`src/rtl/ctrl_decode_stage_pkg.sv`:
```
// Shared opcode/function constants, memory-access encodings and control bundle
// types for the ID-stage control decoder.
package ctrl_decode_stage_pkg;

   localparam int MUL_LAT_DEF = 2;
   localparam int DIV_LAT_DEF = 33;
   localparam int CNT_W_DEF   = 6;

   localparam logic [5:0] OP_SPECIAL = 6'h00;
   localparam logic [5:0] OP_REGIMM  = 6'h01;
   localparam logic [5:0] OP_J       = 6'h02;
   localparam logic [5:0] OP_JAL     = 6'h03;
   localparam logic [5:0] OP_BEQ     = 6'h04;
   localparam logic [5:0] OP_BNE     = 6'h05;
   localparam logic [5:0] OP_BLEZ    = 6'h06;
   localparam logic [5:0] OP_BGTZ    = 6'h07;
   localparam logic [5:0] OP_ADDI    = 6'h08;
   localparam logic [5:0] OP_ADDIU   = 6'h09;
   localparam logic [5:0] OP_SLTI    = 6'h0A;
   localparam logic [5:0] OP_SLTIU   = 6'h0B;
   localparam logic [5:0] OP_ANDI    = 6'h0C;
   localparam logic [5:0] OP_ORI     = 6'h0D;
   localparam logic [5:0] OP_XORI    = 6'h0E;
   localparam logic [5:0] OP_LUI     = 6'h0F;
   localparam logic [5:0] OP_COP0    = 6'h10;
   localparam logic [5:0] OP_LB      = 6'h20;
   localparam logic [5:0] OP_LH      = 6'h21;
   localparam logic [5:0] OP_LW      = 6'h23;
   localparam logic [5:0] OP_LBU     = 6'h24;
   localparam logic [5:0] OP_LHU     = 6'h25;
   localparam logic [5:0] OP_SB      = 6'h28;
   localparam logic [5:0] OP_SH      = 6'h29;
   localparam logic [5:0] OP_SW      = 6'h2B;

   localparam logic [5:0] FUNC_SLL     = 6'h00;
   localparam logic [5:0] FUNC_SRL     = 6'h02;
   localparam logic [5:0] FUNC_SRA     = 6'h03;
   localparam logic [5:0] FUNC_SLLV    = 6'h04;
   localparam logic [5:0] FUNC_SRLV    = 6'h06;
   localparam logic [5:0] FUNC_SRAV    = 6'h07;
   localparam logic [5:0] FUNC_JR      = 6'h08;
   localparam logic [5:0] FUNC_JALR    = 6'h09;
   localparam logic [5:0] FUNC_SYSCALL = 6'h0C;
   localparam logic [5:0] FUNC_BREAK   = 6'h0D;
   localparam logic [5:0] FUNC_MFHI    = 6'h10;
   localparam logic [5:0] FUNC_MTHI    = 6'h11;
   localparam logic [5:0] FUNC_MFLO    = 6'h12;
   localparam logic [5:0] FUNC_MTLO    = 6'h13;
   localparam logic [5:0] FUNC_MULT    = 6'h18;
   localparam logic [5:0] FUNC_MULTU   = 6'h19;
   localparam logic [5:0] FUNC_DIV     = 6'h1A;
   localparam logic [5:0] FUNC_DIVU    = 6'h1B;
   localparam logic [5:0] FUNC_ADD     = 6'h20;
   localparam logic [5:0] FUNC_ADDU    = 6'h21;
   localparam logic [5:0] FUNC_SUB     = 6'h22;
   localparam logic [5:0] FUNC_SUBU    = 6'h23;
   localparam logic [5:0] FUNC_AND     = 6'h24;
   localparam logic [5:0] FUNC_OR      = 6'h25;
   localparam logic [5:0] FUNC_XOR     = 6'h26;
   localparam logic [5:0] FUNC_NOR     = 6'h27;
   localparam logic [5:0] FUNC_SLT     = 6'h2A;
   localparam logic [5:0] FUNC_SLTU    = 6'h2B;
   localparam logic [5:0] FUNC_ERET    = 6'h18;

   localparam logic [4:0] RT_BLTZ   = 5'h00;
   localparam logic [4:0] RT_BGEZ   = 5'h01;
   localparam logic [4:0] RT_BLTZAL = 5'h10;
   localparam logic [4:0] RT_BGEZAL = 5'h11;
   localparam logic [4:0] RS_CO     = 5'h10;

   typedef enum logic [2:0] {
      MT_BYTE_U = 3'b000,
      MT_HALF_U = 3'b001,
      MT_WORD   = 3'b010,
      MT_BYTE   = 3'b100,
      MT_HALF   = 3'b101,
      MT_NONE   = 3'b111
   } mem_type_e;

   typedef struct packed {
      logic      mem_read;
      logic      mem_write;
      logic      reg_write;
      logic      mem_to_reg;
      mem_type_e mem_type;
      logic      jump;
      logic      branch;
      logic      alu_src_a;
      logic      alu_src_b;
      logic      reg_dst;
      logic      imm_sel;
      logic      epc_sel;
      logic      hilo_we;
      logic      ri;
   } ctrl_t;

   typedef struct packed {
      logic any;
      logic mul;
      logic div;
      logic mt;
   } hilo_cls_t;

   localparam ctrl_t CTRL_RESET = '{mem_type: MT_NONE, default: 1'b0};

endpackage

```
`src/rtl/ctrl_decode_stage_if.sv`:
```
// ID-stage handshake bus: IF/ID instruction in, ID/EX control bundle out.
interface ctrl_decode_stage_if;
   import ctrl_decode_stage_pkg::*;

   logic        in_valid;
   logic        in_ready;
   logic [31:0] in_instr;
   logic [31:0] in_pc;
   logic        flush;
   logic        out_valid;
   logic        out_ready;
   logic [31:0] out_instr;
   logic [31:0] out_pc;
   logic        out_mem_read;
   logic        out_mem_write;
   logic        out_reg_write;
   logic        out_mem_to_reg;
   logic [2:0]  out_mem_type;
   logic        out_jump;
   logic        out_branch;
   logic        out_alu_src_a;
   logic        out_alu_src_b;
   logic        out_reg_dst;
   logic        out_imm_sel;
   logic        out_epc_sel;
   logic        out_hilo_we;
   logic        out_ri;
   logic        hilo_busy;

   modport master (
      output in_valid, in_instr, in_pc, flush, out_ready,
      input  in_ready, out_valid, out_instr, out_pc, out_mem_read, out_mem_write,
             out_reg_write, out_mem_to_reg, out_mem_type, out_jump, out_branch,
             out_alu_src_a, out_alu_src_b, out_reg_dst, out_imm_sel, out_epc_sel,
             out_hilo_we, out_ri, hilo_busy
   );

   modport slave (
      input  in_valid, in_instr, in_pc, flush, out_ready,
      output in_ready, out_valid, out_instr, out_pc, out_mem_read, out_mem_write,
             out_reg_write, out_mem_to_reg, out_mem_type, out_jump, out_branch,
             out_alu_src_a, out_alu_src_b, out_reg_dst, out_imm_sel, out_epc_sel,
             out_hilo_we, out_ri, hilo_busy
   );

endinterface

```
`src/rtl/ctrl_decode_stage_comb.sv`:
```
// Pure combinational MIPS-I decode: instruction word to EX control bundle,
// reserved-instruction flag and HI/LO class flags.
module ctrl_decode_comb
   import ctrl_decode_stage_pkg::*;
(
   input  logic [31:0] instr,
   output ctrl_t       ctrl,
   output hilo_cls_t   hilo
);

   logic [5:0] op, fn;
   logic [4:0] rs, rt;
   logic       unused_bits;

   assign op          = instr[31:26];
   assign rs          = instr[25:21];
   assign rt          = instr[20:16];
   assign fn          = instr[5:0];
   assign unused_bits = ^instr[15:6];

   logic known, is_load, is_store, is_ialu, is_br, is_regimm, is_j, is_jal;
   logic is_jr, is_jalr, is_trap, is_shamt, is_eret, is_mf, is_mt, is_mul, is_div;
   mem_type_e mtype;

   always_comb begin
      known     = 1'b0;
      is_load   = 1'b0;
      is_store  = 1'b0;
      is_ialu   = 1'b0;
      is_br     = 1'b0;
      is_regimm = 1'b0;
      is_j      = 1'b0;
      is_jal    = 1'b0;
      is_jr     = 1'b0;
      is_jalr   = 1'b0;
      is_trap   = 1'b0;
      is_shamt  = 1'b0;
      is_eret   = 1'b0;
      is_mf     = 1'b0;
      is_mt     = 1'b0;
      is_mul    = 1'b0;
      is_div    = 1'b0;
      mtype     = MT_NONE;
      case (op)
         OP_SPECIAL: begin
            known = 1'b1;
            case (fn)
               FUNC_SLL, FUNC_SRL, FUNC_SRA:          is_shamt = 1'b1;
               FUNC_SLLV, FUNC_SRLV, FUNC_SRAV,
               FUNC_ADD, FUNC_ADDU, FUNC_SUB, FUNC_SUBU,
               FUNC_AND, FUNC_OR, FUNC_XOR, FUNC_NOR,
               FUNC_SLT, FUNC_SLTU:                   ;
               FUNC_JR:                               is_jr   = 1'b1;
               FUNC_JALR:                             is_jalr = 1'b1;
               FUNC_SYSCALL, FUNC_BREAK:              is_trap = 1'b1;
               FUNC_MFHI, FUNC_MFLO:                  is_mf   = 1'b1;
               FUNC_MTHI, FUNC_MTLO:                  is_mt   = 1'b1;
               FUNC_MULT, FUNC_MULTU:                 is_mul  = 1'b1;
               FUNC_DIV, FUNC_DIVU:                   is_div  = 1'b1;
               default:                               known   = 1'b0;
            endcase
         end
         OP_REGIMM: begin
            // Only the four MIPS-I REGIMM branches; other rt codes are reserved.
            if (rt == RT_BLTZ || rt == RT_BGEZ || rt == RT_BLTZAL || rt == RT_BGEZAL) begin
               known     = 1'b1;
               is_regimm = 1'b1;
            end
         end
         OP_J:   begin known = 1'b1; is_j   = 1'b1; end
         OP_JAL: begin known = 1'b1; is_jal = 1'b1; end
         OP_BEQ, OP_BNE, OP_BLEZ, OP_BGTZ: begin known = 1'b1; is_br = 1'b1; end
         OP_ADDI, OP_ADDIU, OP_SLTI, OP_SLTIU,
         OP_ANDI, OP_ORI, OP_XORI, OP_LUI: begin known = 1'b1; is_ialu = 1'b1; end
         OP_COP0: begin
            if (rs == RS_CO && fn == FUNC_ERET) begin
               known   = 1'b1;
               is_eret = 1'b1;
            end
         end
         OP_LB:  begin known = 1'b1; is_load  = 1'b1; mtype = MT_BYTE;   end
         OP_LBU: begin known = 1'b1; is_load  = 1'b1; mtype = MT_BYTE_U; end
         OP_LH:  begin known = 1'b1; is_load  = 1'b1; mtype = MT_HALF;   end
         OP_LHU: begin known = 1'b1; is_load  = 1'b1; mtype = MT_HALF_U; end
         OP_LW:  begin known = 1'b1; is_load  = 1'b1; mtype = MT_WORD;   end
         OP_SB:  begin known = 1'b1; is_store = 1'b1; mtype = MT_BYTE_U; end
         OP_SH:  begin known = 1'b1; is_store = 1'b1; mtype = MT_HALF_U; end
         OP_SW:  begin known = 1'b1; is_store = 1'b1; mtype = MT_WORD;   end
         default: ;
      endcase
   end

   always_comb begin
      ctrl            = CTRL_RESET;
      ctrl.mem_read   = is_load;
      ctrl.mem_write  = is_store;
      ctrl.reg_write  = known & ~(is_br | is_regimm | is_j | is_jr | is_trap | is_store);
      ctrl.mem_to_reg = is_load;
      ctrl.mem_type   = mtype;
      ctrl.jump       = is_j | is_jal | is_jr | is_jalr;
      ctrl.branch     = is_br | is_regimm;
      ctrl.alu_src_a  = is_shamt | is_jalr | is_regimm | is_eret;
      ctrl.alu_src_b  = is_ialu | is_load | is_store | is_jal;
      ctrl.reg_dst    = ~(is_ialu | is_load | is_store | is_jal) | is_jalr | is_jal | is_regimm;
      ctrl.imm_sel    = is_regimm | is_jal | is_jalr;
      ctrl.epc_sel    = is_eret;
      ctrl.hilo_we    = is_mul | is_div | is_mt;
      ctrl.ri         = ~known;
   end

   assign hilo = '{any: is_mf | is_mt | is_mul | is_div, mul: is_mul, div: is_div, mt: is_mt};

endmodule

```
`src/rtl/ctrl_decode_stage.sv`:
```
// ID/EX control slot with valid/ready handshake, flush, and a HI/LO busy
// counter that holds HI/LO readers and writers in ID until results settle.
module ctrl_decode_stage
   import ctrl_decode_stage_pkg::*;
#(
   parameter int MUL_LAT = MUL_LAT_DEF,
   parameter int DIV_LAT = DIV_LAT_DEF,
   parameter int CNT_W   = CNT_W_DEF
) (
   input logic           clk,
   input logic           rst,
   ctrl_decode_stage_if.slave bus
);

   if ((2 ** CNT_W) <= MUL_LAT || (2 ** CNT_W) <= DIV_LAT) begin : g_cnt_w_check
      $error("CNT_W too narrow for MUL_LAT/DIV_LAT");
   end

   ctrl_t     dec_ctrl;
   hilo_cls_t dec_hilo;

   ctrl_decode_comb u_dec (
      .instr (bus.in_instr),
      .ctrl  (dec_ctrl),
      .hilo  (dec_hilo)
   );

   logic             slot_valid, slot_mul, slot_div, slot_mt;
   logic [31:0]      slot_instr, slot_pc;
   ctrl_t            slot_ctrl;
   logic [CNT_W-1:0] cnt;
   logic             out_fire, slot_free, hilo_pend, hazard, in_ready, take;

   assign out_fire  = slot_valid & bus.out_ready & ~bus.flush;
   assign slot_free = ~slot_valid | out_fire;
   // The slot itself counts as pending: its HI/LO op has not reached EX yet.
   assign hilo_pend = (cnt != '0) | (slot_valid & slot_ctrl.hilo_we);
   assign hazard    = hilo_pend & dec_hilo.any;
   assign in_ready  = slot_free & ~hazard & ~bus.flush;
   assign take      = bus.in_valid & in_ready;

   always_ff @(posedge clk) begin
      if (rst) begin
         slot_valid <= 1'b0;
         slot_instr <= '0;
         slot_pc    <= '0;
         slot_ctrl  <= CTRL_RESET;
         slot_mul   <= 1'b0;
         slot_div   <= 1'b0;
         slot_mt    <= 1'b0;
         cnt        <= '0;
      end else begin
         if (take) begin
            slot_valid <= 1'b1;
            slot_instr <= bus.in_instr;
            slot_pc    <= bus.in_pc;
            slot_ctrl  <= dec_ctrl;
            slot_mul   <= dec_hilo.mul;
            slot_div   <= dec_hilo.div;
            slot_mt    <= dec_hilo.mt;
         end else if (out_fire | bus.flush) begin
            slot_valid <= 1'b0;
            slot_instr <= '0;
            slot_pc    <= '0;
            slot_ctrl  <= CTRL_RESET;
            slot_mul   <= 1'b0;
            slot_div   <= 1'b0;
            slot_mt    <= 1'b0;
         end
         // Flush suppresses out_fire, so a flushed op never loads the counter,
         // while a count already in flight keeps draining.
         if (out_fire & slot_mul)      cnt <= CNT_W'(MUL_LAT);
         else if (out_fire & slot_div) cnt <= CNT_W'(DIV_LAT);
         else if (out_fire & slot_mt)  cnt <= '0;
         else if (cnt != '0)           cnt <= cnt - CNT_W'(1);
      end
   end

   assign bus.in_ready       = in_ready;
   assign bus.out_valid      = slot_valid;
   assign bus.out_instr      = slot_instr;
   assign bus.out_pc         = slot_pc;
   assign bus.out_mem_read   = slot_ctrl.mem_read;
   assign bus.out_mem_write  = slot_ctrl.mem_write;
   assign bus.out_reg_write  = slot_ctrl.reg_write;
   assign bus.out_mem_to_reg = slot_ctrl.mem_to_reg;
   assign bus.out_mem_type   = slot_ctrl.mem_type;
   assign bus.out_jump       = slot_ctrl.jump;
   assign bus.out_branch     = slot_ctrl.branch;
   assign bus.out_alu_src_a  = slot_ctrl.alu_src_a;
   assign bus.out_alu_src_b  = slot_ctrl.alu_src_b;
   assign bus.out_reg_dst    = slot_ctrl.reg_dst;
   assign bus.out_imm_sel    = slot_ctrl.imm_sel;
   assign bus.out_epc_sel    = slot_ctrl.epc_sel;
   assign bus.out_hilo_we    = slot_ctrl.hilo_we;
   assign bus.out_ri         = slot_ctrl.ri;
   assign bus.hilo_busy      = hilo_pend;

endmodule

```
`src/flat_wrapper.sv`:
```
// flat-port wrapper written by rule: the top's interface ports become plain ports
module ctrl_decode_stage_flat import ctrl_decode_stage_pkg::*;
#(
   parameter int MUL_LAT = MUL_LAT_DEF,
   parameter int DIV_LAT = DIV_LAT_DEF,
   parameter int CNT_W   = CNT_W_DEF
)
  (clk, rst, bus_in_valid, bus_in_instr, bus_in_pc, bus_flush, bus_out_ready, bus_in_ready, bus_out_valid, bus_out_instr, bus_out_pc, bus_out_mem_read, bus_out_mem_write, bus_out_reg_write, bus_out_mem_to_reg, bus_out_mem_type, bus_out_jump, bus_out_branch, bus_out_alu_src_a, bus_out_alu_src_b, bus_out_reg_dst, bus_out_imm_sel, bus_out_epc_sel, bus_out_hilo_we, bus_out_ri, bus_hilo_busy);
  ctrl_decode_stage_if bus_i ();
  input logic clk;
  input logic rst;
  input wire logic [$bits(bus_i.in_valid)-1:0] bus_in_valid;
  input wire logic [$bits(bus_i.in_instr)-1:0] bus_in_instr;
  input wire logic [$bits(bus_i.in_pc)-1:0] bus_in_pc;
  input wire logic [$bits(bus_i.flush)-1:0] bus_flush;
  input wire logic [$bits(bus_i.out_ready)-1:0] bus_out_ready;
  output wire logic [$bits(bus_i.in_ready)-1:0] bus_in_ready;
  output wire logic [$bits(bus_i.out_valid)-1:0] bus_out_valid;
  output wire logic [$bits(bus_i.out_instr)-1:0] bus_out_instr;
  output wire logic [$bits(bus_i.out_pc)-1:0] bus_out_pc;
  output wire logic [$bits(bus_i.out_mem_read)-1:0] bus_out_mem_read;
  output wire logic [$bits(bus_i.out_mem_write)-1:0] bus_out_mem_write;
  output wire logic [$bits(bus_i.out_reg_write)-1:0] bus_out_reg_write;
  output wire logic [$bits(bus_i.out_mem_to_reg)-1:0] bus_out_mem_to_reg;
  output wire logic [$bits(bus_i.out_mem_type)-1:0] bus_out_mem_type;
  output wire logic [$bits(bus_i.out_jump)-1:0] bus_out_jump;
  output wire logic [$bits(bus_i.out_branch)-1:0] bus_out_branch;
  output wire logic [$bits(bus_i.out_alu_src_a)-1:0] bus_out_alu_src_a;
  output wire logic [$bits(bus_i.out_alu_src_b)-1:0] bus_out_alu_src_b;
  output wire logic [$bits(bus_i.out_reg_dst)-1:0] bus_out_reg_dst;
  output wire logic [$bits(bus_i.out_imm_sel)-1:0] bus_out_imm_sel;
  output wire logic [$bits(bus_i.out_epc_sel)-1:0] bus_out_epc_sel;
  output wire logic [$bits(bus_i.out_hilo_we)-1:0] bus_out_hilo_we;
  output wire logic [$bits(bus_i.out_ri)-1:0] bus_out_ri;
  output wire logic [$bits(bus_i.hilo_busy)-1:0] bus_hilo_busy;
  assign bus_i.in_valid = bus_in_valid;
  assign bus_i.in_instr = bus_in_instr;
  assign bus_i.in_pc = bus_in_pc;
  assign bus_i.flush = bus_flush;
  assign bus_i.out_ready = bus_out_ready;
  assign bus_in_ready = bus_i.in_ready;
  assign bus_out_valid = bus_i.out_valid;
  assign bus_out_instr = bus_i.out_instr;
  assign bus_out_pc = bus_i.out_pc;
  assign bus_out_mem_read = bus_i.out_mem_read;
  assign bus_out_mem_write = bus_i.out_mem_write;
  assign bus_out_reg_write = bus_i.out_reg_write;
  assign bus_out_mem_to_reg = bus_i.out_mem_to_reg;
  assign bus_out_mem_type = bus_i.out_mem_type;
  assign bus_out_jump = bus_i.out_jump;
  assign bus_out_branch = bus_i.out_branch;
  assign bus_out_alu_src_a = bus_i.out_alu_src_a;
  assign bus_out_alu_src_b = bus_i.out_alu_src_b;
  assign bus_out_reg_dst = bus_i.out_reg_dst;
  assign bus_out_imm_sel = bus_i.out_imm_sel;
  assign bus_out_epc_sel = bus_i.out_epc_sel;
  assign bus_out_hilo_we = bus_i.out_hilo_we;
  assign bus_out_ri = bus_i.out_ri;
  assign bus_hilo_busy = bus_i.hilo_busy;
  ctrl_decode_stage #(.MUL_LAT(MUL_LAT), .DIV_LAT(DIV_LAT), .CNT_W(CNT_W)) u_core (.clk(clk), .rst(rst), .bus(bus_i));
endmodule
```
`config.mk`:
```
export PLATFORM = sky130hd
export DESIGN_NAME = ctrl_decode_stage_flat
export DESIGN_NICKNAME = d
export VERILOG_FILES = /design/src/rtl/ctrl_decode_stage_pkg.sv /design/src/rtl/ctrl_decode_stage_if.sv /design/src/rtl/ctrl_decode_stage_comb.sv /design/src/rtl/ctrl_decode_stage.sv /design/src/flat_wrapper.sv
export SDC_FILE = /design/constraint.sdc
export NUM_CORES = 1
export LEC_CHECK = 0
export ABC_AREA = 1
export BUFFER_PORTS_ARGS = -buffer_cell sky130_fd_sc_hd__buf_2
export CORE_MARGIN = 3
export CORE_UTILIZATION = 49
export CTS_BUF_LIST = sky130_fd_sc_hd__clkbuf_16
export CTS_CLUSTER_DIAMETER = 150
export DETAILED_ROUTE_END_ITERATION = 16
export PLACE_DENSITY = 0.83
export SETUP_SLACK_MARGIN = 0.4
export SYNTH_ARGS = -nofsm -noshare
export SYNTH_HDL_FRONTEND = slang
export SYNTH_SLANG_ARGS = --single-unit
```
`constraint.sdc`:
```
create_clock -name clk -period 5.65 [get_ports clk]
set_clock_uncertainty 0.1 [all_clocks]
set_input_delay 0.2825 -clock clk [delete_from_list [all_inputs] [get_ports clk]]
set_output_delay 0.2825 -clock clk [all_outputs]
set_load 0.005 [all_outputs]
```
After elaboration in Yosys (flattened, before gate mapping)

Cells that the tools add are included.

Add/subtract/negate cells: 1
Equality and inequality tests: 55
Muxes and demuxes: 43
Bitwise logic cells: 44
Reduce and logical (&&, ||, !) cells: 28

Operators with widths:

| cell                                                                   | number |
|---|---|
| 6-bit equality test (second input constant)                            | 18 |
| 32-bit 2-to-1 mux                                                      | 3 |
| 6-bit by 4-bit equality test with 1-bit output (second input constant) | 12 |
| 6-bit by 5-bit equality test with 1-bit output (second input constant) | 9 |
| 6-bit by 3-bit equality test with 1-bit output (second input constant) | 7 |
| 1-bit 2-to-1 mux                                                       | 32 |
| 16-bit 2-to-1 mux                                                      | 2 |
| 28-bit OR reduction                                                    | 1 |
| 1-bit bitwise OR                                                       | 27 |
| 6-bit by 2-bit equality test with 1-bit output (second input constant) | 4 |
| 22-bit OR reduction                                                    | 1 |
| 6-bit 2-to-1 mux                                                       | 3 |
| 2-bit OR reduction                                                     | 9 |
| 5-bit equality test (second input constant)                            | 3 |
| 3-bit one-hot mux with 5 select lines                                  | 1 |
| 6-bit zero test                                                        | 2 |
| 1-bit AND                                                              | 11 |
| 4-bit OR reduction                                                     | 2 |
| 8-bit OR reduction                                                     | 1 |
| 6-bit by 1-bit equality test with 1-bit output (second input constant) | 1 |
| 1-bit inverter                                                         | 6 |
| 6-bit nonzero test                                                     | 1 |
| 3-bit OR reduction                                                     | 2 |
| 6-bit by 1-bit subtractor with 6-bit output (second input constant)    | 1 |
| other kinds (10)                                                       | 12 |

Bits in registers: 90
Output and inout port bits: 83
Logic and storage cells: 194

Logic depth before layout (Yosys ltp)

Gate-level depths: netlist (run 1).

Depth in word-level cells: 14
Depth in mapped cells: 12
Mapped depth without buffers: 11

Modules after synthesis

Synthesis (run 1) repeated with hierarchy kept, for this count alone.

Cell total of the unflattened synthesis: 572
Area, all modules: 4399.2 sq um

Modules (own cells, without submodules):

| module            | instances | cells an instance | area each (sq um) | seq. area each (sq um) |
|---|---|---|---|---|
| ctrl_decode_stage | 1         | 449               | 3791.1            | 1801.7 |
| ctrl_decode_comb  | 1         | 123               | 608.1             | 0.0 |

Worst setup path after synthesis (run 1)

No wires, ideal clock.

Path kind: reg-to-reg
Start point: register u_core.cnt[0]
End point: register u_core.slot_pc[10] (netlist: u_core.bus.out_pc[10])
Arrival time: 1.659 ns
Path slack: 3.821 ns
Cell stages (with the launch flop): 13
Path buffers: 2
Clock period less this slack: 1.829 ns
Cells stage by stage: dfxtp_1 > inv_1 > ha_1 > nand3b_1 > nor2_2 > nand2_1 > nand2_2 > nand3_4 > inv_2 > buf_6 > buf_6 > nand2_1 > a21oi_1

Cells in the longest elaborated chain, start to end: 8

RTL lines:

| what                                                    | line                    | text |
|---|---|---|
| start: declaration                                      | ctrl_decode_stage.sv:31 | `logic [CNT_W-1:0] cnt;` |
| start signal: assignment                                | ctrl_decode_stage.sv:72 | `if (out_fire & slot_mul) cnt <= CNT_W'(MUL_LAT);` |
| start signal: assignment                                | ctrl_decode_stage.sv:73 | `else if (out_fire & slot_div) cnt <= CNT_W'(DIV_LAT);` |
| start signal: assignment                                | ctrl_decode_stage.sv:75 | `else if (cnt != '0) cnt <= cnt - CNT_W'(1);` |
| 6-bit nonzero test *                                    | ctrl_decode_stage.sv:37 | `assign hilo_pend = (cnt != '0) \| (slot_valid & slot_ctrl.hilo_we);` |
| 1-bit bitwise OR *                                      | ctrl_decode_stage.sv:37 |  |
| named net bus_hilo_busy                                 | flat_wrapper.sv:35      | `output wire logic [$bits(bus_i.hilo_busy)-1:0] bus_hilo_busy;` |
| 1-bit AND *                                             | ctrl_decode_stage.sv:38 | `assign hazard = hilo_pend & dec_hilo.any;` |
| 1-bit inverter *                                        | ctrl_decode_stage.sv:39 | `assign in_ready = slot_free & ~hazard & ~bus.flush;` |
| 1-bit AND * (2 in a row)                                | ctrl_decode_stage.sv:39 |  |
| 1-bit AND *                                             | ctrl_decode_stage.sv:40 | `assign take = bus.in_valid & in_ready;` |
| 32-bit 2-to-1 mux or 2-bit nonzero test (tied branches) | n/a                     |  |
| end signal: assignment                                  | ctrl_decode_stage.sv:56 | `slot_pc <= bus.in_pc;` |
| end: declaration                                        | ctrl_decode_stage.sv:29 | `logic [31:0] slot_instr, slot_pc;` |

Mark *: on every way through the listed nets, which the timed path passes. The rest lies on a longest branch.
A chain may end at the register's enable or synchronous reset.

Final worst setup path (run 1)

Start point: register u_core.cnt[0]
End point: register u_core.slot_instr[8] (netlist: u_core.bus.out_instr[8])

Cells in the longest elaborated chain, start to end: 8

RTL lines:

| what                                                    | line                    | text |
|---|---|---|
| 6-bit nonzero test *                                    | ctrl_decode_stage.sv:37 |  |
| 1-bit bitwise OR *                                      | ctrl_decode_stage.sv:37 |  |
| 1-bit AND *                                             | ctrl_decode_stage.sv:38 |  |
| 1-bit inverter *                                        | ctrl_decode_stage.sv:39 |  |
| 1-bit AND * (2 in a row)                                | ctrl_decode_stage.sv:39 |  |
| 1-bit AND *                                             | ctrl_decode_stage.sv:40 |  |
| 32-bit 2-to-1 mux or 2-bit nonzero test (tied branches) | n/a                     |  |
| end signal: assignment                                  | ctrl_decode_stage.sv:55 | `slot_instr <= bus.in_instr;` |
| end: declaration                                        | ctrl_decode_stage.sv:29 |  |

Mark *: on every way between the ends. The rest lies on a longest branch, timed or not.

==> results of run 1 <==
stage by stage:
stage / power [mW] / area (sq um)
floorplan: 0.863 / 3930
global placement: 0.936 / 4650
detailed placement: 0.948 / 4650
CTS: 1.54 / 4950
global route: 1.59 / 4950
finish: 1.52 / 4950
metal layers:
metal	part of all wire, %	vias to the layer above	routed length (um)	track usage [%]
li1	-	2078	-	-
met1	43	1840	4420	28.3
met2	49	137	5000	36.5
met3	7.4	11	763	4.26
met4	1.2	0	124	7.11
met5	0	-	0	0
registers in the layout (all words and copies together), names as in the netlist:
register / count
u_core.bus.out_instr: 32
u_core.bus.out_pc: 32
u_core.cnt: 6
u_core.bus.out_mem_type: 3
u_core.bus.out_alu_src_a: 1
u_core.bus.out_alu_src_b: 1
u_core.bus.out_branch: 1
u_core.bus.out_epc_sel: 1
u_core.bus.out_hilo_we: 1
u_core.bus.out_imm_sel: 1
u_core.bus.out_jump: 1
u_core.bus.out_mem_read: 1
u_core.bus.out_mem_write: 1
u_core.bus.out_reg_dst: 1
u_core.bus.out_reg_write: 1
u_core.bus.out_ri: 1
u_core.bus.out_valid: 1
u_core.slot_div: 1
u_core.slot_mt: 1
u_core.slot_mul: 1
power groups by stage:
stage	Sequential (mW)	Clock [mW]	Combinational [mW]
floorplan	0.695	0	0.167
global placement	0.695	0	0.241
detailed placement	0.697	0	0.251
CTS	0.683	0.597	0.256
global route	0.687	0.618	0.287
finish	0.684	0.583	0.257
synthesized netlist by cell type (all sizes together):
cell type / n
a21boi: 1
a31oi: 1
xnor2: 2
buf: 19
nand3: 110
nor3: 3
xor2: 1
a21oi: 86
nor2: 36
clkbuf: 17
nand4: 3
a211oi: 2
nand3b: 3
ha: 1
nand2: 132
dfxtp: 89
inv: 39
o21ai: 7
cell type report:
cell class	count	share of cell area (%)
inverter	39	2.96
tap	102	2.58
clock buffer	9	4.55
clock inverter	7	1.44
multi-input combinational	388	36.7
timing repair buffer	154	15.7
sequential	89	36.0
critical path: cells and delay by family (launching register included):
family,cells,cell delay (ns)
DFF,1,0.31
adders and majority gates,1,0.21
AOI/OAI and AO/OA,1,0.17
buffers and inverters,3,1.38
and+or+nand+nor,6,1.43
worst min-delay path by stage:
| stage | to | startpoint | depth (start not counted) |
|---|---|---|---|
| 6_report | u_core.bus.out_pc[16] | bus_in_pc[16] | 3 |
| 3_5_place_dp | u_core.bus.out_instr[18] | u_core.bus.out_instr[18] | 2 |
| 5_1_grt | u_core.bus.out_pc[14] | bus_in_pc[14] | 3 |
| 2_1_floorplan | u_core.bus.out_pc[10] | bus_in_pc[10] | 2 |
| 4_1_cts | u_core.bus.out_pc[16] | bus_in_pc[16] | 3 |
| 3_3_place_gp | u_core.bus.out_pc[26] | u_core.bus.out_pc[26] | 2 |
cell families after synthesis:
| logic type | Yosys count |
|---|---|
| AND/OR/NAND/NOR | 287 |
| flip-flops | 89 |
| adder cells (fa/ha/maj) | 1 |
| buffers and inverters | 75 |
| AO/OA/AOI/OAI | 97 |
| XOR/XNOR | 3 |
==> results.md, run 1 <==
* Status: finished clean
* Die ar. at 0.00913 sq mm
* Maximum VDD drop at 202 uV
* Post-Synthesis Cells at 552
* Clk sinks at 89
* Nets at 751
* Antenna violations before repair at 0
* Initial Util at 50.6%
* Simple logic cell fraction of the synthesized area at roughly a third
* Wirelength, routed at a little over 10000 um
* Most common cell on crit path: nand2_1
* Combinational power share at 16.9%
* Total gr overflow at 0
* # IOs at 152
* Synthesized area per cell at just over 7 sq um
* RR Endpoint: u_core.bus.out_instr[8]
* P_sw at 422 uW
* Final core occ at 63.7%
* Leading area contributor after synthesis: dfxtp_1
* GPL Wtd Cong at 0.863
* Worst Hold Class: input pin to register
* Clock Latency Late Sink at between 0.3 and 0.4 ns
* Yosys cell types at 26
* Pleak at 2.35 nW
* Most frequent cells in the layout: buf_2 (151), nand2_1 (130), nand3_1 (109)
* Routed length per instance at 13.1 um
* Pre-CTS setup slack at 1.95 ns
* Antenna-violating nets left at 0
* Fmax at 271 MHz
* Largest cells by area after synthesis: dfxtp_1 (45%), nand3_1 (14%), nand2_1 (12%)
* CTS resizes at 0
* # rows at 32
* Drt pass-1 iters at 5
* Iter 0 DRT Violations at 183
* Setup WS post-layout at 1.96 ns
* First-pass GRT wire length at 16100 um
* Min Clock Period, post-route at 3.69 ns
* Cell total after placement at approximately 770
* Area taken by multi-input logic gates at 0.00182 sq mm
* Post-synthesis sequential area ratio at 45.3%
* Post-CTS setup buffers at 0
* Max-cap viol count at 0
* Synth Area in Adders at 0.318%
* Chip height at 95.6 um
* Yosys top cell area share at 45.3%
* FF-to-FF setup slack at 1.96 ns
* CTS H-Tree Depth at 3
* Relative slew slack at 35.4%
* Post-Synthesis Cell Area at 0.00393 sq mm
* R2R Path Start: u_core.cnt[0]
* Commonest non-fill, non-tap cell in the layout: buf_2
* Final Hold Fails at 0
* Startpoint type of the worst setup path: register
* Drt drc at 0
* Num CTS Buffers at 9
* Critical path class: register to register
* Port-buffer cells at 151
* Gr usage total at 21.8%
* Slew Viols, Final at 0
* Hold slack at 0.0957 ns
* Post-CTS Hold Buffers at 0
* Critical path endpoint: u_core.bus.out_instr[8]
* Fillers at 721
* Internal power at 1.10 mW
* Diode count at 0
* Final std cells w/o fill at 788
* Critical Path Sink Type: register
* CP max stage delay at 0.76 ns
* Layout cells sized above 1 at between 20 and 30%
* Clock transition at the registers of the reported paths at 0.07 ns
* Power per cell area at 308 mW/mm^2
* RSZ-0062 raised after global routing: false
* Crit path cell chain: inv_1 > ha_1 > nand3b_1 > nor2_2 > nand2_1 > nand2_2 > nand3_4 > inv_2 > buf_4 > nand2_1 > a21oi_1
* YS warnings at 0
* CP Data Required Time at 5.81 ns
* Synthesis-stage register bit count at a little under 90
* Area growth, synth to finish at 25.8%
* Via count at between 4000 and 5000
* Syn_nets at 622
* Largest net degree at the start of global routing at 89
* DPL Wire Length at 7060 um
* Transition time of the tightest slew-check pin at 0.968 ns
* Die X-Extent at 95.6 um
* Crit path arrival time at 3.85 ns
* Core area at 0.00777 sq mm
* Net Sw Frac at 27.7%
* Via density per instance at 5.16
* Mux contribution to synthesized area at 0%
* Critical-path top delay cell: inv_2
* XOR/XNOR Fraction of Synth Area at less than 1%
* Max FO, Critical Path at 88
* Final TNS setup at 0 ns
* Vias in the first global route at roughly 3600
* Clock Power Share at a little under two fifths
* Worst-case clock buffer depth at 2
* Reg power frac at roughly 45%
* CTS Root Cell: clkbuf_16
* R2R depth at 11
* Sequential cell area at 0.00178 sq mm
* Combinational family with the most area after synthesis: simple AND/OR/NAND/NOR gates
* CTS tree: yes
* Tcrit/Tclk final at 65.3%
* Post-synthesis compound-gate area fraction at 12.6%
* Crit. Startpoint: u_core.cnt[0]
* Setup Viol. Count Final at 0
No activity file was read; power rests on OpenSTA's default activity.
==> inputs of run 2 (changes only) <==
clock period = 3.4 ns   (was 5.65 ns; I/O delays follow)
==> run 2 against run 1 <==
  * The run now ends with hold timing left
  * Worst setup slack got worse by 0.89 ns
  * First-iteration DRC count increased by 27%
  * Clock-buffer cell count unchanged
  * Die area unchanged
  * Sequential power increased by 67%
  * Final cell count increased by 6.3%
  * Sequential share of layout area decreased by 3.2 points
  * Clock power increased by 67%
  * Worst hold slack got worse by 0.10 ns
  * Cell area increased by 9.9%
  * Utilization increased by 6.3 points
  * Via count increased by 8.9%
  * Critical path type unchanged
  * Critical endpoint is now u_core.bus.out_instr[22]
==> results.md, run 2 (synthesis results as in run 1) <==
* Clock transition at the registers of the reported paths at 0.06 ns
* # IOs at approximately 150
* CP Data Required Time at 3.56 ns
* RSZ-0062 raised after global routing: false
* Initial Util at between 50 and 60%
* Wirelength, routed at 11600 um
* Final TNS setup at 0 ns
* CTS resizes at 0
* Slew Viols, Final at 0
* Critical path class: register to register
* CTS H-Tree Depth at 3
* DPL Wire Length at 7430 um
* Die ar. at about 0.009 sq mm
* R2R depth at 11
* Violated checks: hold timing
* First-pass GRT wire length at 18000 um
* Gr usage total at 24.9%
* GPL Wtd Cong at 0.919
* Fillers at roughly 660
* Commonest non-fill, non-tap cell in the layout: buf_2
* Transition time of the tightest slew-check pin at a little under 1 ns
* Critical Path Sink Type: register
* Most frequent cells in the layout: buf_2 (151), nand2_1 (130), nand3_1 (109)
* Routed length per instance at 13.9 um
* Via count at 4428
* Setup WS post-layout at 1.07 ns
* Largest net degree at the start of global routing at 53
* Max-cap viol count at 0
* Area growth, synth to finish at 38.3%
* Num CTS Buffers at 9
* Drt drc at 0
* Post-CTS Hold Buffers at 46
* Nets at 801
* Diode count at 0
* Via density per instance at 5.28
* Final core occ at between 60% and 70%
* Maximum VDD drop at ~290 uV
* Vias in the first global route at 4077
* Worst Hold Class: input pin to register
* Iter 0 DRT Violations at 233
* CTS tree: yes
* Antenna violations before repair at 0
* Total gr overflow at 0
* Worst-case clock buffer depth at 2
* Sequential cell area at ~0.0018 sq mm
* Clock Latency Late Sink at 0.34 ns
* Crit path arrival time at 2.49 ns
* Relative slew slack at 33.9%
* Fmax at 430 MHz
* Startpoint type of the worst setup path: register
* Core area at between 0.007 and 0.008 sq mm
* Hold Crit Depth at 3
* Chip height at 95.6 um
* Clk sinks at 89
* Drt pass-1 iters at 5
* Pre-CTS setup slack at roughly 1.2 ns
* Final Hold Fails at 1
* Antenna-violating nets left at 0
* Die X-Extent at around 96 um
* Tcrit/Tclk final at between 60 and 70%
* Status: finished, violations left
* Power per cell area at about 470 mW/mm^2
* Min Clock Period, post-route at 2.33 ns
* Pleak at 2.57 nW
* Max FO, Critical Path at between 40 and 50
* Hold slack at -0.00406 ns
* Post-CTS setup buffers at 0
* Setup Viol. Count Final at 0
* Area taken by multi-input logic gates at between 0.0015 and 0.002 sq mm
* Port-buffer cells at 151
* Overall power at 2.58 mW
* CTS Root Cell: clkbuf_16
* Layout cells sized above 1 at 24.7%
* # rows at 32
run 2: changes by cell type in the layout (fill, tap and decap cells not counted), sizes merged:
| cell | delta |
|---|---|
| dlygate4sd3 | +46 |
| buf | +4 |
| clkinv | +3 |
| clkinvlp | -2 |
| inv | -1 |
run 2: cell type report:
class	instances	share of cell area (%)
clock buffer	9	4.14
sequential	89	32.8
multi-input combinational	388	33.4
clock inverter	7	1.29
inverter	39	2.69
timing repair buffer	204	23.3
tap	102	2.35
run 2: per-layer routing:
| metal | up-vias | track usage (%) | part of all wire, % |
|---|---|---|---|
| li1 | 2180 | - | - |
| met5 | - | 0 | 0 |
| met2 | 161 | 43.9 | 51 |
| met4 | 0 | 10.1 | 2.5 |
| met1 | 2059 | 28.2 | 39 |
| met3 | 28 | 6.87 | 7.3 |
run 2: worst paths after layout:
kind	startpoint	endpoint	slack, ns
max	u_core.cnt[0]	u_core.bus.out_instr[22]	1.07
min	bus_in_instr[15]	u_core.bus.out_instr[15]	-0.004
max reg2reg	u_core.cnt[0]	u_core.bus.out_instr[22]	1.07
min reg2reg	u_core.bus.out_pc[19]	u_core.bus.out_pc[19]	0.38
run 2: worst max-delay path, stage by stage, from the launching register on:
cell and delay [ns]:
dfxtp_1 0.31, inv_1 0.10, ha_1 0.23, nand3b_1 0.14, nor2_2 0.22, nand2_1 0.13
nand2_2 0.11, nand3_4 0.07, inv_2 0.06, buf_4 0.40, nand2_1 0.15, a21oi_1 0.20
run 2: power breakdown:
part | internal [mW] | switching [mW]
Sequential | 1.10 | 0.0352
Combinational | 0.198 | 0.270
Clock | 0.569 | 0.405
run 2: per-stage QoR:
| step | std cells | cell area, sq um | hold WS (ns) |
|---|---|---|---|
| after detailed placement | 776 | 4680 | 0.331 |
| after global placement | 776 | 4680 | 0.324 |
| after CTS | 838 | 5440 | 0.000333 |
| after floorplan | 552 | 3930 | 0.217 |
| final | 838 | 5440 | -0.00406 |
| after global routing | 838 | 5440 | 0.00306 |
